===== src/rtl/fetch_pkg.sv =====
// fetch_pkg: shared types and constants for the instruction fetch stage.
//   fetch_state_t    - fetch FSM state encoding
//   NOP_INSTR        - instruction word presented while nothing has been fetched
//   DEFAULT_RESET_PC - default address shown on imem_addr when no request is live
//   misaligned()     - true when a PC is not word aligned
package fetch_pkg;

   typedef enum logic [2:0] {
      IDLE,
      LOOKUP,
      REQ,
      WAIT,
      EXEC,
      FAULT
   } fetch_state_t;

   localparam logic [31:0] NOP_INSTR        = 32'h0000_0000;
   localparam logic [31:0] DEFAULT_RESET_PC = 32'h0040_0000;

   function automatic logic misaligned(input logic [1:0] pc_lsb);
      return pc_lsb != 2'b00;
   endfunction

endpackage


===== src/rtl/fetch_buffer.sv =====
// fetch_buffer: direct-mapped instruction buffer, one word per entry.
// Only built when FETCH_BUFFER_EN is defined.
//   clk, reset       - clock, asynchronous active-low reset (clears valid bits)
//   rd_addr          - word address (pc[31:2]) looked up combinationally
//   hit, rd_data     - lookup result for rd_addr
//   wr_en, wr_addr,
//   wr_data          - fill port, written at the clock edge
//   flush            - clears every valid bit at the next edge; beats a write
module fetch_buffer #(
   parameter int ENTRIES = 4
) (
   input  logic        clk,
   input  logic        reset,
   input  logic [31:2] rd_addr,
   output logic        hit,
   output logic [31:0] rd_data,
   input  logic        wr_en,
   input  logic [31:2] wr_addr,
   input  logic [31:0] wr_data,
   input  logic        flush
);
   localparam int K  = $clog2(ENTRIES);
   localparam int TW = 32 - K - 2;

   logic [TW-1:0]      tag_q  [ENTRIES];
   logic [31:0]        data_q [ENTRIES];
   logic [ENTRIES-1:0] valid_q;

   logic [K-1:0] rd_idx;
   logic [K-1:0] wr_idx;

   assign rd_idx  = rd_addr[K+1:2];
   assign wr_idx  = wr_addr[K+1:2];
   assign hit     = valid_q[rd_idx] && (tag_q[rd_idx] == rd_addr[31:K+2]);
   assign rd_data = data_q[rd_idx];

   always_ff @(posedge clk or negedge reset) begin
      if (!reset)
         valid_q <= '0;
      else if (flush)
         valid_q <= '0;
      else if (wr_en)
         valid_q[wr_idx] <= 1'b1;
   end

   // Tag/data need no reset: nothing is trusted until its valid bit is set.
   always_ff @(posedge clk) begin
      if (wr_en && !flush) begin
         tag_q[wr_idx]  <= wr_addr[31:K+2];
         data_q[wr_idx] <= wr_data;
      end
   end

endmodule


===== src/rtl/fetch_unit.sv =====
// fetch_unit: instruction fetch stage in front of a single-cycle MIPS datapath.
// Fetches the word at pc through a req/gnt/rvalid memory handshake, then
// presents it on instr with a one-cycle enable pulse so the datapath executes
// it and advances pc. Misaligned pc parks the unit in a sticky fault state.
// Optional feature macro FETCH_BUFFER_EN adds a direct-mapped buffer
// (BUF_ENTRIES entries) consulted in a LOOKUP state before going to memory.
//   clk, reset        - clock, asynchronous active-low reset
//   pc                - current PC from the datapath
//   instr, enable     - registered instruction and advance strobe
//   imem_req/addr     - request valid / address (RESET_PC when idle)
//   imem_gnt          - request accepted this cycle
//   imem_rvalid/rdata - response; only accepted in WAIT
//   flush             - invalidate buffer (ignored without the macro)
//   fault             - sticky misaligned-PC flag
module fetch_unit
   import fetch_pkg::*;
#(
   parameter int          BUF_ENTRIES = 4,
   parameter logic [31:0] RESET_PC    = DEFAULT_RESET_PC
) (
   input  logic        clk,
   input  logic        reset,
   input  logic [31:0] pc,
   output logic [31:0] instr,
   output logic        enable,
   output logic        imem_req,
   output logic [31:0] imem_addr,
   input  logic        imem_gnt,
   input  logic        imem_rvalid,
   input  logic [31:0] imem_rdata,
   input  logic        flush,
   output logic        fault
);
   fetch_state_t state_q, state_d;
   logic         load;
   logic [31:0]  load_data;
   logic         req;
   logic         buf_wr;

`ifdef FETCH_BUFFER_EN
   localparam fetch_state_t FIRST = LOOKUP;
   logic        buf_hit;
   logic [31:0] buf_data;

   fetch_buffer #(.ENTRIES(BUF_ENTRIES)) u_buf (
      .clk     (clk),
      .reset   (reset),
      .rd_addr (pc[31:2]),
      .hit     (buf_hit),
      .rd_data (buf_data),
      .wr_en   (buf_wr),
      .wr_addr (pc[31:2]),
      .wr_data (imem_rdata),
      .flush   (flush)
   );
`else
   localparam fetch_state_t FIRST = REQ;
   logic unused_cfg;
   assign unused_cfg = ^{flush, buf_wr, (BUF_ENTRIES != 0)};
`endif

   always_comb begin
      state_d   = state_q;
      load      = 1'b0;
      load_data = imem_rdata;
      req       = 1'b0;
      buf_wr    = 1'b0;
      case (state_q)
         IDLE: state_d = FIRST;
`ifdef FETCH_BUFFER_EN
         LOOKUP: begin
            if (misaligned(pc[1:0]))
               state_d = FAULT;
            else if (buf_hit) begin
               load      = 1'b1;
               load_data = buf_data;
               state_d   = EXEC;
            end else
               state_d = REQ;
         end
`endif
         // pc is only stable once the datapath has advanced, so the alignment
         // check lives here rather than on the way out of EXEC.
         REQ: begin
            if (misaligned(pc[1:0]))
               state_d = FAULT;
            else begin
               req = 1'b1;
               if (imem_gnt) state_d = WAIT;
            end
         end
         WAIT: begin
            if (imem_rvalid) begin
               load    = 1'b1;
               buf_wr  = !flush;
               state_d = EXEC;
            end
         end
         EXEC:    state_d = FIRST;
         FAULT:   state_d = FAULT;
         default: state_d = IDLE;
      endcase
   end

   always_ff @(posedge clk or negedge reset) begin
      if (!reset) begin
         state_q <= IDLE;
         instr   <= NOP_INSTR;
         enable  <= 1'b0;
      end else begin
         state_q <= state_d;
         enable  <= load;
         if (load) instr <= load_data;
      end
   end

   assign imem_req  = req;
   assign imem_addr = req ? pc : RESET_PC;
   assign fault     = (state_q == FAULT);

endmodule


===== config.mk =====
export PLATFORM = sky130hd
export DESIGN_NAME = fetch_unit
export DESIGN_NICKNAME = d
export VERILOG_FILES = /design/src/rtl/fetch_pkg.sv /design/src/rtl/fetch_buffer.sv /design/src/rtl/fetch_unit.sv
export SDC_FILE = /design/constraint.sdc
export NUM_CORES = 1
export LEC_CHECK = 0
export ABC_AREA = 1
export CAP_MARGIN = 20
export CORE_AREA = 2 2 73 75
export CTS_CLUSTER_DIAMETER = 120
export CTS_CLUSTER_SIZE = 30
export DETAILED_ROUTE_END_ITERATION = 16
export DIE_AREA = 0 0 75 77
export MAX_ROUTING_LAYER = met4
export PLACE_DENSITY = 0.89
export SETUP_SLACK_MARGIN = 0.4
export SLEW_MARGIN = 5
export SYNTH_ARGS = -nofsm -noshare
export SYNTH_HDL_FRONTEND = slang
export SYNTH_SLANG_ARGS = --single-unit

===== constraint.sdc =====
create_clock -name clk -period 3.62 [get_ports clk]
set_clock_uncertainty 0.2 [all_clocks]
set_input_delay 0.724 -clock clk [delete_from_list [all_inputs] [get_ports clk]]
set_output_delay 0.724 -clock clk [all_outputs]
set_load 0.005 [all_outputs]

==> impl_results.md, run 1 <==
- Result of the run: finished, final reports clean
- Critical path startpoint category: input port
- Via count of the first global-routing pass: 1713
- Headroom to the max-slew limit: 0.473
- Reg2Reg Capture Point: instr[20]
- Count of vias placed by the detailed router: 1824
- Num Clock Sinks: 36
- Number of register bits inferred by synthesis: 36
- Clock Tree Root: clkbuf_8
- Core Region: 4980 sq um
- Number of antenna violations at the first check in global routing: 0
- Setup total negative slack: 0 ps
- Routability congestion estimate: 0.828
- IR drop worst, VDD: 400 uV
- Clock-pin transition on the worst setup and hold timing paths: around 70 ps
- Period Utilization, post-route: 0.875
- Port-buffer cells: roughly 130
- Required time of the worst setup path: 2700 ps
- Final number of setup-violating endpoints: 0
- Category of the most critical setup path: input port to primary output
- Setup repair after global routing missed its margin: false
- Top-level I/O count: about 140
- DPL Wire Length: 3560 microns
- Die Width: ~75 microns
- Global-route wire length before repair: 7330 microns
- Most used cells in the layout excluding fill and tap cells: 123 x clkdlybuf4s50_1, 103 x nand2_1, 36 x inv_1, 36 x nor2_1, 36 x dfrtp_1
- Number of max-slew violations in the final report: 0
- Kind of path behind the tightest hold check: register to register
- Synth Instances: 236
- Worst setup startpoint: pc[1]
- Critical path endpoint: imem_addr[11]
- Post-placement cell count: 430
- Count of non-filler cells in the finished layout: 440
- Initial drt markers: 58
- Final count of hold timing violations: 0
- Part of the Yosys area used for sequential elements: 0.525
- Fraction of final layout cells with drive strength greater than 1: 0.0542
- Total gr overflow: 0
- Most common cell after layout, fill and taps aside: clkdlybuf4s50_1
- Clock latency at the later pin of the worst-skew pair: 280 ps
- Slew of the pin with the lowest slew margin: ~790 ps
- Placement Rows: 26
- Layout Nets: 437
- Worst setup slack for register-to-register paths: 2080 ps
- Remaining routing DRC violations: 0
- Final worst path period need: 3170 ps
- Initial cell density of the core: 0.345
- Largest net degree at the start of global routing: 37
- Number of routed nets with antenna violations: 0
- Leakage: 1.77 nW
- Pre-CTS setup slack: 358 ps
- Die area: slightly below 6000 sq um
- Number of maximum-capacitance constraint violations: 0
- Post-synthesis cell type count: 15
- Vertical extent of the die: 77 microns
- Total routed wirelength: 4900 microns
- Min setup slack post-route: 451 ps
- Ratio of total power to cell area: roughly 570 nW/um^2
- P&R area growth vs syn: 88.5%
- Crit path max fanout: 13
- All-layer global routing usage: 0.169
- Mean Syn Cell Area: 7.27 sq um
- TritonCTS clock tree: yes
- Arr. time, crit path: 2250 ps
- Length of the first detailed-routing pass in iterations: 4
- Max Freq: 316 MHz
- Via density per instance: 4.15
- Total of warnings raised by yosys: 0
- Reg2Reg Depth: 6
- Summed instance area of the synthesized netlist: around 1700 sq um
- H-Tree Level Count: 2
- Bufs on Longest Clock Path: 2
- Reg2reg start: state_q[1]
- Avg WL per Cell: 11.1 microns
- Number of CTS-inserted buffers: 5
- Category of the worst setup path capture point: primary output
[what timing repair did]
item,in CTS,in global routing
cloned,0,1
buffers inserted,0,0
setup endpoints to repair,1,26
gates resized for setup,1,11
hold buffers,0,0
[synth_stat cells]
library cell	instances	area share
nand2_1	105	0.23
inv_1	37	0.081
dfrtp_1	36	0.52
nor2_1	36	0.079
buf_2	5	0.015
buf_6	4	0.026
buf_4	2	0.0087
nand2_2	2	0.0073
nand3_1	2	0.0058
nor2_2	2	0.0073
clkinv_2	1	0.0029
conb_1	1	0.0022
nand3b_1	1	0.0044
o21ai_0	1	0.0029
or2_1	1	0.0036
[flip-flops by register name, indices dropped and copies added (netlist names)]
| register | count |
|---|---|
| instr | 32 |
| state_q | 3 |
| enable | 1 |
[metrics by stage]
stage | hold slack (ps) | total power [mW] | utilization | instance area [sq um]
2_1_floorplan | 228 | 0.983 | - | 1720
4_1_cts | 285 | 1.86 | 0.639 | 3180
3_5_place_dp | 265 | 1.49 | 0.616 | 3070
6_report | 280 | 1.84 | 0.650 | 3240
5_1_grt | 302 | 1.99 | 0.650 | 3230
3_3_place_gp | 261 | 1.47 | 0.616 | 3070
[area by class of cell]
type	instances	area (sq um)
antenna	1	2.50
sequential	36	901
clock buffer	5	68.8
fill	408	1740
tap	70	87.6
timing repair buffer	135	1390
clock inverter	3	42.5
inverter	38	144
multi-input combinational	152	601
[worst min path at each step]
stage / to / start / depth (start not counted) / slack, ps
after floorplan: enable / reset / 0 / 230
after global placement: instr[2] / instr[2] / 2 / 260
after detailed placement: instr[23] / instr[23] / 2 / 260
after CTS: instr[26] / instr[26] / 2 / 290
after global routing: instr[22] / instr[22] / 2 / 300
final: instr[20] / instr[20] / 2 / 280
[power by group]
group | internal [mW] | switching [mW] | total, mW
registers | 0.581 | 0.106 | 0.687
clock network | 0.204 | 0.144 | 0.347
logic | 0.499 | 0.311 | 0.810
[cells by family (layout without fill, tap and decap cells)]
group / after synthesis / in the layout / synth area share
other cells: 1 / 3 / 0.00218
buf+inv: 49 / 181 / 0.133
compound gates: 1 / 1 / 0.00291
simple gates: 149 / 149 / 0.337
flops: 36 / 36 / 0.525
[critical path, cell delays in order]
cell and delay [ps]:
clkdlybuf4s50_1 390, inv_1 70, nand2_2 70, inv_2 80, nand2_4 90, buf_12 160
nor2_1 130, clkdlybuf4s50_1 540
[layer usage]
metal  vias to the layer above  GRT usage  wire [microns]
li1                        930          -               -
met1                       793      0.176            1840
met2                        95      0.295            2420
met3                         6     0.0657             593
met4                         0     0.0411              47
met5                         -          -               0
No activity file was read; power rests on OpenSTA's default activity.
==> run 2, diff against run 1 <==
--- a/config.mk
+++ b/config.mk
@@ -6,7 +6,6 @@
 export NUM_CORES = 1
 export LEC_CHECK = 0
 export ABC_AREA = 1
-export CAP_MARGIN = 20
 export CORE_AREA = 2 2 73 75
 export CTS_CLUSTER_DIAMETER = 120
 export CTS_CLUSTER_SIZE = 30
==> results of run 2 <==
Same layout as run 1: the final DEF is identical, and so are final timing and power.
